[src/rtl/tmr_pc_voter.sv]
// Word-level TMR voter for three redundant cores. It votes on the PC and the
// write-back result, then registers the majority and the agreement mask that
// the PC controller consumes. A core that keeps disagreeing is masked out, and
// voting continues on the two cores that remain. When no usable majority is
// left, the voter enters FAIL and stays there until recovery completes.

module tmr_pc_voter #(
  parameter int WIDTH        = 32,
  parameter int FAULT_THRESH = 3,
  parameter int CNT_W        = 8
) (
  input  logic              clk,
  input  logic              rst_in,
  input  logic [WIDTH-1:0]  PC_core0,
  input  logic [WIDTH-1:0]  PC_core1,
  input  logic [WIDTH-1:0]  PC_core2,
  input  logic [WIDTH-1:0]  Result_core0,
  input  logic [WIDTH-1:0]  Result_core1,
  input  logic [WIDTH-1:0]  Result_core2,
  input  logic              hold_in,
  input  logic              recovery_done,
  output logic [WIDTH-1:0]  PC_voter_output,
  output logic [WIDTH-1:0]  Result_voter_output,
  output logic [2:0]        Voter_state,
  output logic [2:0]        fault_core,
  output logic              vote_valid,
  output logic [CNT_W-1:0]  mismatch_count
);

  typedef enum logic [1:0] {
    NORMAL   = 2'd0,
    DEGRADED = 2'd1,
    FAIL     = 2'd2
  } state_t;

  // The consecutive-disagreement counters are 3 bits wide, which covers thresholds up to 7.
  localparam logic [2:0] THRESH = 3'(FAULT_THRESH);

  // Returns {majority_exists, majority_value} over the cores that are still active.
  // With three active cores, any pair that matches decides the vote. With two active
  // cores, both must agree.
  function automatic logic [WIDTH:0] vote_word(
    input logic [WIDTH-1:0] x0,
    input logic [WIDTH-1:0] x1,
    input logic [WIDTH-1:0] x2,
    input logic [2:0]       act
  );
    logic e01, e02, e12;
    e01 = (x0 == x1);
    e02 = (x0 == x2);
    e12 = (x1 == x2);
    vote_word = '0;
    case (act)
      3'b111:  vote_word = {(e01 | e02 | e12), ((e01 | e02) ? x0 : x1)};
      3'b110:  vote_word = {e12, x1};
      3'b101:  vote_word = {e02, x0};
      3'b011:  vote_word = {e01, x0};
      default: vote_word = '0;
    endcase
  endfunction

  state_t             state_q, state_d;
  logic [2:0]         consec_q [3];
  logic [2:0]         consec_d [3];
  logic [WIDTH-1:0]   pc_d, res_d;
  logic [2:0]         vs_d, fault_d;
  logic               vv_d;
  logic [CNT_W-1:0]   cnt_d;

  logic [2:0]         active;
  logic [WIDTH:0]     pc_vote, res_vote;
  logic               pc_ok, res_ok;
  logic [WIDTH-1:0]   pc_maj, res_maj;
  logic [2:0]         agree;
  logic               usable;

  assign active   = ~fault_core;
  assign pc_vote  = vote_word(PC_core0, PC_core1, PC_core2, active);
  assign res_vote = vote_word(Result_core0, Result_core1, Result_core2, active);
  assign pc_ok    = pc_vote[WIDTH];
  assign pc_maj   = pc_vote[WIDTH-1:0];
  assign res_ok   = res_vote[WIDTH];
  assign res_maj  = res_vote[WIDTH-1:0];

  // A core agrees only if it matches both field majorities. A cross split therefore leaves a single bit set.
  assign agree[0] = active[0] & pc_ok & res_ok & (PC_core0 == pc_maj) & (Result_core0 == res_maj);
  assign agree[1] = active[1] & pc_ok & res_ok & (PC_core1 == pc_maj) & (Result_core1 == res_maj);
  assign agree[2] = active[2] & pc_ok & res_ok & (PC_core2 == pc_maj) & (Result_core2 == res_maj);

  assign usable   = (agree[0] & agree[1]) | (agree[0] & agree[2]) | (agree[1] & agree[2]);

  // Next-state and next-output logic. By default everything holds and vote_valid drops.
  always_comb begin
    state_d  = state_q;
    pc_d     = PC_voter_output;
    res_d    = Result_voter_output;
    vs_d     = Voter_state;
    fault_d  = fault_core;
    vv_d     = 1'b0;
    cnt_d    = mismatch_count;
    consec_d = consec_q;

    case (state_q)
      NORMAL, DEGRADED: begin
        if (!hold_in) begin
          if ((agree != active) && (mismatch_count != {CNT_W{1'b1}})) begin
            cnt_d = mismatch_count + 1'b1;
          end
          if (!usable) begin
            state_d = FAIL;
            vs_d    = 3'b000;
          end else begin
            pc_d  = pc_maj;
            res_d = res_maj;
            vs_d  = agree;
            vv_d  = 1'b1;
            if (state_q == NORMAL) begin
              for (int i = 0; i < 3; i++) begin
                if (agree[i]) begin
                  consec_d[i] = 3'd0;
                end else if ((consec_q[i] + 3'd1) == THRESH) begin
                  consec_d[i] = 3'd0;
                  fault_d[i]  = 1'b1;
                  state_d     = DEGRADED;
                end else begin
                  consec_d[i] = consec_q[i] + 3'd1;
                end
              end
            end
          end
        end
      end
      default: begin
        // Any code outside NORMAL/DEGRADED behaves as FAIL. The voter waits for recovery and ignores hold_in.
        vs_d = 3'b000;
        if (recovery_done) begin
          state_d  = NORMAL;
          fault_d  = 3'b000;
          consec_d = '{default: 3'd0};
          vs_d     = 3'b111;
        end
      end
    endcase
  end

  // State and output registers. Reset puts the mask at 111 so the controller never sees a spurious rollback.
  always_ff @(posedge clk) begin
    if (rst_in) begin
      state_q             <= NORMAL;
      consec_q            <= '{default: 3'd0};
      PC_voter_output     <= '0;
      Result_voter_output <= '0;
      Voter_state         <= 3'b111;
      fault_core          <= 3'b000;
      vote_valid          <= 1'b0;
      mismatch_count      <= '0;
    end else begin
      state_q             <= state_d;
      consec_q            <= consec_d;
      PC_voter_output     <= pc_d;
      Result_voter_output <= res_d;
      Voter_state         <= vs_d;
      fault_core          <= fault_d;
      vote_valid          <= vv_d;
      mismatch_count      <= cnt_d;
    end
  end

endmodule

[config.mk]
export PLATFORM = sky130hd
export DESIGN_NAME = tmr_pc_voter
export DESIGN_NICKNAME = d
export VERILOG_FILES = /design/src/rtl/tmr_pc_voter.sv
export SDC_FILE = /design/constraint.sdc
export NUM_CORES = 1
export LEC_CHECK = 0
export BUFFER_PORTS_ARGS = -buffer_cell sky130_fd_sc_hd__buf_4
export CAP_MARGIN = 20
export CORE_ASPECT_RATIO = 0.5
export CORE_UTILIZATION = 35
export CTS_BUF_LIST = sky130_fd_sc_hd__clkbuf_16
export DETAILED_ROUTE_END_ITERATION = 12
export GPL_TIMING_DRIVEN = 1
export MAX_ROUTING_LAYER = met4
export PLACE_DENSITY_LB_ADDON = 0.3
export SETUP_SLACK_MARGIN = 0.02
export SLEW_MARGIN = 20
export SYNTH_ARGS = -nofsm -noshare
export SYNTH_HDL_FRONTEND = slang
export SYNTH_SLANG_ARGS = --single-unit
[constraint.sdc]
create_clock -name clk -period 12.4 [get_ports clk]
set_clock_uncertainty 0.2 [all_clocks]
set_input_delay 0.62 -clock clk [delete_from_list [all_inputs] [get_ports clk]]
set_output_delay 0.62 -clock clk [all_outputs]
set_load 0.02 [all_outputs]
==> results of run 1 <==
-- final cells by class --
cell class,instances,share of cell area [%]
sequential,90,13.7
inverter,77,2.20
timing repair buffer,295,16.9
clock buffer,9,1.71
multi-input combinational,1214,61.1
clock inverter,7,0.647
antenna,3,0.0571
tap,391,3.72
-- state kept, by name (all words and copies together) (netlist names) --
signal,count
PC_voter_output,32
Result_voter_output,32
consec_q,9
mismatch_count,8
Voter_state,3
fault_core,3
state_q,2
vote_valid,1
-- placed cells by master (no fill, tap or decap), drive strengths merged, types with 6 or more instances in the layout --
cell / n
xor2: 119
o22ai: 17
nand4: 47
o21ai: 105
nand2: 87
a21boi: 30
a21oi: 120
a22o: 13
ha: 7
nor3: 47
o2111ai: 6
a31oi: 18
and4: 7
buf: 295
xnor2: 81
nand2b: 26
a221oi: 11
o221ai: 8
clkbuf: 9
nand3: 67
a211oi: 8
nor4: 60
o21a: 19
nor2: 53
o211ai: 27
inv: 78
dfxtp: 90
a211o: 10
a22oi: 25
o31ai: 8
or3: 16
and3: 16
or4: 12
nor2b: 55
-- power breakdown --
| part | switching [mW] | leakage (nW) | internal, mW |
|---|---|---|---|
| clock | 0.136 | 0.150 | 0.160 |
| sequential | 0.00232 | 0.726 | 0.291 |
| combinational | 0.220 | 4.37 | 0.123 |
-- cell families after synthesis --
group                    Yosys count  synth area share [%]
flip-flops                        90                  17.0
multiplexers                       5                 0.495
buffers and inverters            200                  7.50
XOR/XNOR                         200                  16.5
AND/OR/NAND/NOR                  516                  27.1
AO/OA/AOI/OAI                    482                  30.2
adder cells (fa/ha/maj)           11                  1.21
-- through the flow --
step                      worst slack (ns)  hold slack (ns)  cells  cell area (µm²)  util [%]
final                                 5.47            0.278   2086            13100      44.7
after global routing                  5.41            0.300   2085            13100      44.7
after CTS                             5.91            0.280   2083            13100      44.7
after detailed placement              5.55            0.263   2067            12800      43.6
after global placement                5.51            0.254   2067            12800      43.6
after floorplan                       7.30            0.241   1504            10600         -
-- final timing paths --
path | startpoint | end | slack [ns] | cells after the start
setup / recovery | fault_core[2]$_SDFFE_PP0P_ | Result_voter_output[22]$_SDFFE_PP0P_ | 5.47 | 14
hold / removal | consec_q[2]$_SDFFE_PP0P_ | consec_q[2]$_SDFFE_PP0P_ | 0.28 | 1
setup reg to reg | fault_core[2]$_SDFFE_PP0P_ | Result_voter_output[22]$_SDFFE_PP0P_ | 5.47 | 14
hold reg to reg | consec_q[2]$_SDFFE_PP0P_ | consec_q[2]$_SDFFE_PP0P_ | 0.28 | 1
-- routing by layer --
layer	wire [µm]	track usage [%]	share of wire, %	vias to the layer above
met4	2440	12.9	3.9	0
met3	9310	15.3	15	205
li1	-	-	-	5931
met1	26000	54.1	41	6524
met2	25300	55.8	40	1085
met5	0	-	0	-
-- worst max-delay path: stages, from the launching register on --
cell	delay [ns]
dfxtp_1	0.31
buf_4	0.32
or2_2	0.68
nor2_1	0.32
o21ai_1	0.46
nand2_1	0.69
a222oi_1	0.51
o2111ai_1	0.17
nor4_1	0.85
nand4_1	0.71
inv_1	0.33
maj3_2	0.33
buf_4	0.47
a21boi_0	0.20
o21a_1	0.21
==> flow_metrics.tcl, run 1 <==
set metrics [dict create \
    status "completed" \
    cts_hold_buf 0 \
    synth_top_area_share_pct 17.0 \
    hold_violations 0 \
    cts_resized 0 \
    synth_cell_types 83 \
    timing.final.crit_share_pct 55.9 \
    initial_core_util_pct 36.1 \
    setup_viol 0 \
    setup-tns-final_ns 0 \
    clock_latency_ns 0.36 \
    grt_max_degree 67 \
    critPathLaunchType "register" \
    drive_gt1_share_pct 20.0 \
    cts_sinks 90 \
    drc 0 \
    clock_path_buffers 2 \
    synth-async-reset-ratio_pct 0 \
    grt_pass1_vias 12500 \
    peakVddDrop_v 0.0000751 \
    grt_use_total_pct 40.6 \
    required_ns 12.45 \
    via_count 13700 \
    core_area_um2 29400 \
    fmax_mhz 144 \
    htreeDepth 3 \
    syn_avg_cell_area_um2 7.05 \
    root_buffer "clkbuf_16" \
    finalNetCount 1890 \
    rows 44 \
    wl_per_cell_um 30.2 \
    path_max_fanout 49 \
    powerDensity_nw_per_um2 70.9 \
    syn-cell-area_um2 10600 \
    grt_remaining_overflow 0 \
    yosysSeqAreaShare_pct 17.0 \
    regArea_um2 1800 \
    yosysMostFrequentCell "xor2_1" \
    drt_pass1_iterations 8 \
    rsz0062_at_grt "false" \
    relSlewSlack_pct 22.2 \
    synthToLayoutAreaGrowth_pct 23.9 \
    tritoncts.num_buffers 9 \
    vias_per_cell 6.59 \
    nFillCells 3122 \
    antenna_found_initial 2 \
    drt_iter0_markers 2382 \
    ys.flop_type "dfxtp_1" \
    yosys_warnings 0 \
    ant_nets 0 \
    dp_hpwl_um 50400 \
    syn-instance-count 1504 \
    place_congestion 1.10 \
    synth_area_leader_cell "dfxtp_1" \
    cts_setup_buffers 0 \
    cts_tree "yes" \
    synth_edf_count 0 \
    tightest_slew_ns 1.16 \
    postSynthNetCount 1707 \
    cp.arrival_ns 6.98 \
    io_pins 275 \
    worstSetupEndpointType "register" \
    period_minus_slack_ns 6.93 \
    synthTopCellsByCount "xor2_1 (119), a21oi_1 (117), o21ai_0 (99)" \
    drv_slew 0 \
    p_leak_nw 5.25 \
    clk_pin_slew_ns 0.08 \
    multi_input_area_um2 8030 \
    synthTopCellsByArea "dfxtp_1 (17%), xor2_1 (9.8%), xnor2_1 (6.7%), a21oi_1 (5.5%), o21ai_0 (4.7%)" \
    dieHeight_um 125 \
    die_area_um2 31100 \
    portBuffers 274 \
    drt-total-wl_um 63000 \
    path_class "register to register" \
    maxCapViolCount 0 \
    design_power_total_uw 932 \
    min_path_type "register to register" \
    grt_pass1_wl_um 89000 \
    ys_ff_latch 90 \
    die_w_um 248 \
]
(Power assumes the default switching activity.)
==> run 2: changes to the inputs <==
==> constraint.sdc (replaced) <==
create_clock -name clk -period 7.2 [get_ports clk]
set_clock_uncertainty 0.2 [all_clocks]
set_input_delay 0.36 -clock clk [delete_from_list [all_inputs] [get_ports clk]]
set_output_delay 0.36 -clock clk [all_outputs]
set_load 0.02 [all_outputs]
==> run 2 against run 1 <==
  * Final area increased by 1.9%
  * Die area is the same
  * Via count up 1.3%
  * Critical path type is now input port to register
  * Highest routed layer unchanged
==> flow_metrics.tcl, run 2 (same netlist as run 1, synthesis figures left out) <==
set metrics [dict create \
    critPathLaunchType "input port" \
    finalNetCount 1918 \
    clock_path_buffers 2 \
    wl_per_cell_um 31.3 \
    required_ns 7.25 \
    antenna_found_initial 5 \
    hold_violations 0 \
    io_pins 275 \
    cts_tree "yes" \
    cts_sinks 90 \
    tritoncts.num_buffers 9 \
    fin_util_pct 45.6 \
    layout_common_cells "buf_4 (319), xor2_1 (119), a21oi_1 (117), o21ai_0 (99), dfxtp_1 (90)" \
    initial_core_util_pct 36.1 \
    p_leak_nw 5.41 \
    fmax_mhz 171 \
    vias_per_cell 6.59 \
    period_minus_slack_ns 5.85 \
    worst_path_largest_cell_delay_ns 0.74 \
    die_w_um 248 \
    finalNonFillerCells 2114 \
    peakVddDrop_v 0.000111 \
    clk_pin_slew_ns 0.07 \
    crit_chain "buf_4 -> xnor2_1 -> nand4_1 -> or4_4 -> or4_1 -> nand2_1 -> mux2i_1 -> xor2_1 -> o2111ai_1 -> or4_4 -> nor4_4 -> nand3_2 -> buf_4 -> maj3_1 -> o21a_1 -> mux2_1" \
    dieHeight_um 125 \
    die_area_um2 31100 \
    drt-total-wl_um 66100 \
    design_power_total_mw 1.61 \
    portBuffers 274 \
    dp_hpwl_um 53000 \
    reg2reg_slack_ns 1.60 \
    cp.arrival_ns 5.90 \
    met3_length_um 8690 \
    cts_resized 0 \
    regArea_um2 1800 \
    status "completed" \
    htreeDepth 3 \
    drt_iter0_markers 2142 \
    drive_gt1_share_pct 21.3 \
    tightest_slew_ns 1.18 \
    setup_ws_ns 1.35 \
    placed_cells 2095 \
    final_common_cell "buf_4" \
    ant_nets 0 \
    clock_latency_ns 0.37 \
    relSlewSlack_pct 21.5 \
    drv_slew 0 \
    maxCapViolCount 0 \
    routed-wl-met2_um 26500 \
    cts_hold_buf 0 \
    grt_pass1_wl_um 93600 \
    synthToLayoutAreaGrowth_pct 26.2 \
    worstSetupEndpointType "register" \
    grt_pass1_vias 13200 \
    root_buffer "clkbuf_16" \
    setup-tns-final_ns 0 \
    drt_pass1_iterations 9 \
    grt_max_degree 73 \
    powerDensity_nw_per_um2 120 \
    min_path_type "input port to register" \
    grt_remaining_overflow 0 \
    setup_viol 0 \
    path_max_fanout 13 \
    m1WireLength_um 28600 \
    rows 44 \
    place_congestion 1.12 \
    crit_path_top_delay_cell "or4_1" \
    critical-path-top-delay-family "simple AND/OR/NAND/NOR gates" \
    maxUsedRoutingLayer "met4" \
    worst-path-buf-inv 2 \
    preCtsSetupSlack_ns 1.15 \
    nFillCells 3117 \
    multi_input_area_um2 8030 \
    rsz0062_at_grt "false" \
    drc 0 \
    top_regs "PC_voter_output: 32 flops, Result_voter_output: 32 flops, consec_q: 9 flops" \
    core_area_um2 29400 \
    via_count 13900 \
    grt_use_total_pct 42.8 \
    timing.final.crit_share_pct 81.3 \
    path_class "input port to register" \
    cts_setup_buffers 0 \
]
run 2: cell types whose count changed in the layout (fill, tap and decap cells not counted):
| cell | delta |
|---|---|
| inv_1 | +1 |
| inv_6 | -1 |
| buf_4 | +24 |
| clkinv_8 | -1 |
| clkinv_4 | +1 |
| buf_12 | +4 |
| clkinvlp_4 | -1 |
| inv_8 | +1 |
run 2: cell type report:
| cell class | instances | area share [%] |
|---|---|---|
| Clock buffer | 9 | 1.68 |
| Clock inverter | 7 | 0.570 |
| Sequential cell | 90 | 13.5 |
| Inverter | 77 | 2.16 |
| Multi-Input combinational cell | 1214 | 59.9 |
| Antenna cell | 3 | 0.0561 |
| Timing Repair Buffer | 323 | 18.5 |
| Tap cell | 391 | 3.65 |
run 2: worst paths after layout:
kind,from,endpoint,cells after the start
worst max register to register,fault_core[2]$_SDFFE_PP0P_,mismatch_count[1]$_SDFFE_PP0P_,17
worst max-delay path,PC_core1[29],consec_q[1]$_SDFFE_PP0P_,16
worst min register to register,Result_voter_output[12]$_SDFFE_PP0P_,Result_voter_output[12]$_SDFFE_PP0P_,2
worst min-delay path,recovery_done,state_q[1]$_SDFFE_PP0P_,3
run 2: per-stage QoR:
stage	hold slack [ns]	area, µm²
after floorplan	0.241	10600
after global placement	0.251	13100
after detailed placement	0.260	13100
after CTS	0.0892	13400
after global routing	0.0992	13400
final	0.0879	13400
run 2: per-layer routing:
| layer | global-route usage, % | vias to the layer above |
|---|---|---|
| met5 | - | - |
| met4 | 14.2 | 0 |
| met3 | 12.0 | 189 |
| met2 | 58.3 | 1071 |
| met1 | 59.7 | 6685 |
| li1 | - | 5981 |
run 2: worst min-delay path, delay by kind of cell:
kind | cells | cell delay, ns
compound gates | 1 | 0.06
buf+inv | 1 | 0.09
simple gates | 1 | 0.09
run 2: report_power, final:
group	switching [mW]	internal, mW	total (mW)
clock	0.228	0.273	0.501
combinational	0.387	0.215	0.602
sequential	0.00400	0.501	0.505
==> run 3: changes to the inputs <==
==> constraint.sdc (replaced) <==
create_clock -name clk -period 5.9 [get_ports clk]
set_clock_uncertainty 0.2 [all_clocks]
set_input_delay 0.295 -clock clk [delete_from_list [all_inputs] [get_ports clk]]
set_output_delay 0.295 -clock clk [all_outputs]
set_load 0.02 [all_outputs]
==> run 3 against run 2 <==
  * Final cell count rose by 5.1%
  * Sequential share of layout area fell by 0.76 points
  * Core utilization rose by 2.7 points
  * Non-clock buffer count rose by 106
  * Critical path depth rose by 3
  * Critical endpoint unchanged
  * Largest power group unchanged
  * Highest routed layer unchanged
==> flow_metrics.tcl, run 3 (same netlist as run 1, synthesis figures left out) <==
set metrics [dict create \
    setup-tns-final_ns 0 \
    cts_resized 0 \
    seq_power_share_pct 30.7 \
    power.switching_uw 776 \
    ff2ff_path_depth 20 \
    cp.arrival_ns 5.71 \
    clock_latency_ns 0.37 \
    required_ns 5.96 \
    finalNonFillerCells 2222 \
    relSlewSlack_pct 33.2 \
    tritoncts.num_buffers 9 \
    min_path_type "input port to register" \
    pwr-share-clk_pct 31.0 \
    hold_violations 0 \
    p_sw_share_pct 38.7 \
    cts_sinks 90 \
    p_int_mw 1.23 \
    antenna_found_initial 2 \
    cts_setup_buffers 0 \
    clock_path_buffers 2 \
    drc 0 \
    die_area_um2 31100 \
    crit_start "PC_core0[19]" \
    drt-total-wl_um 68200 \
    root_buffer "clkbuf_16" \
    initial_core_util_pct 36.1 \
    holdWs_ns 0.00977 \
    status "completed" \
    reg2reg_slack_ns 0.56 \
    placed_cells 2201 \
    top_regs "PC_voter_output: 32 flops, Result_voter_output: 32 flops, consec_q: 9 flops" \
    core_area_um2 29400 \
    path_class "input port to register" \
    setup.worst_path.end "consec_q[1]$_SDFFE_PP0P_" \
    io_pins 275 \
    p_leak_nw 5.92 \
    setup_viol 0 \
    vias_per_cell 6.41 \
    tightest_slew_ns 0.998 \
    htreeDepth 3 \
    drt_pass1_iterations 6 \
    synthToLayoutAreaGrowth_pct 33.8 \
    maxCapViolCount 0 \
    grt_remaining_overflow 0 \
    dp_hpwl_um 56000 \
    cts_hold_buf 0 \
    die_w_um 248 \
    fmax_mhz 177 \
    powerDensity_nw_per_um2 141 \
    comb_power_share_pct 38.3 \
    r2r_start "fault_core[1]$_SDFFE_PP0P_" \
    final_common_cell "buf_4" \
    layout_common_cells "buf_4 (425), xor2_1 (119), a21oi_1 (117), o21ai_0 (99), dfxtp_1 (90)" \
    cts_tree "yes" \
    r2r_end "mismatch_count[0]$_SDFFE_PP0P_" \
    drv_slew 0 \
    place_congestion 1.13 \
    dieHeight_um 125 \
    finalNetCount 2024 \
    wl_per_cell_um 30.7 \
    rsz0062_at_grt "false" \
    ant_nets 0 \
    path_max_fanout 10 \
    period_minus_slack_ns 5.66 \
    timing.final.crit_share_pct 95.9 \
    clk_pin_slew_ns 0.07 \
    via_count 14200 \
    worstSetupEndpointType "register" \
    design_power_total_mw 2.00 \
    critPathLaunchType "input port" \
    grt_pass1_wl_um 95600 \
    grt_max_degree 66 \
    grt_use_total_pct 44.4 \
    peakVddDrop_v 0.000141 \
    grt_pass1_vias 13200 \
    drive_gt1_share_pct 25.8 \
    portBuffers 274 \
    rows 44 \
    drt_iter0_markers 2161 \
]
## run 3: changes by cell type in the layout (fill, tap and decap cells not counted), sizes merged
cell and delta:
clkinv +1, diode +2, inv -1, buf +106
## run 3: power groups by stage
stage / Combinational, mW / Clock, mW / Sequential, mW
6_report: 0.767 / 0.621 / 0.616
3_5_place_dp: 0.724 / 0 / 0.630
4_1_cts: 0.728 / 0.629 / 0.616
2_1_floorplan: 0.327 / 0 / 0.632
5_1_grt: 0.784 / 0.659 / 0.617
3_3_place_gp: 0.737 / 0 / 0.630
## run 3: worst max-delay path, stage by stage
cell and delay, ns:
buf_4 0.15, xor2_1 0.19, nor4_1 0.68, buf_4 0.22, nand4_1 0.13, or4_1 0.57
buf_4 0.21, a21oi_4 0.25, nor2_2 0.12, buf_4 0.21, a32o_1 0.28, a2111oi_0 0.44
nand4_1 0.30, nor4_2 0.39, nand3_2 0.18, buf_4 0.21, maj3_1 0.35, o21a_1 0.20
mux2_1 0.31
## run 3: through the flow
step | cell area [µm²] | worst slack [ns] | utilization (%)
6_report | 14200 | 0.242 | 48.3
5_1_grt | 14200 | 0.238 | 48.3
4_1_cts | 14200 | 0.425 | 48.2
3_5_place_dp | 13900 | 0.0544 | 47.2
3_3_place_gp | 13900 | -0.0303 | 47.2
2_1_floorplan | 10600 | 1.13 | -
## run 3: final cells by class
class                           count  area (µm²)
Sequential cell                    90        1800
Tap cell                          391         489
Clock buffer                        9         225
Inverter                           77         289
Fill cell                        3111       15200
Antenna cell                        5        12.5
Clock inverter                      7        76.3
Multi-Input combinational cell   1214        8030
Timing Repair Buffer              429        3270
## run 3: metal layers
metal | GRT usage [%] | part of all wire, % | up-vias
met2 | 59.0 | 39 | 1039
met1 | 61.6 | 44 | 6845
li1 | - | - | 6205
met4 | 11.5 | 3.0 | 0
met5 | - | 0 | -
met3 | 16.6 | 14 | 160
## run 3: how the worst min path moves through the flow
stage | startpoint | end | slack (ns) | depth (start not counted)
final | recovery_done | state_q[1]$_SDFFE_PP0P_ | 0.01 | 3
after global routing | recovery_done | state_q[1]$_SDFFE_PP0P_ | 0.02 | 3
after CTS | recovery_done | state_q[1]$_SDFFE_PP0P_ | 0.0004 | 3
after detailed placement | consec_q[5]$_SDFFE_PP0P_ | consec_q[5]$_SDFFE_PP0P_ | 0.27 | 1
after global placement | consec_q[2]$_SDFFE_PP0P_ | consec_q[2]$_SDFFE_PP0P_ | 0.26 | 1
after floorplan | consec_q[2]$_SDFFE_PP0P_ | consec_q[2]$_SDFFE_PP0P_ | 0.24 | 1
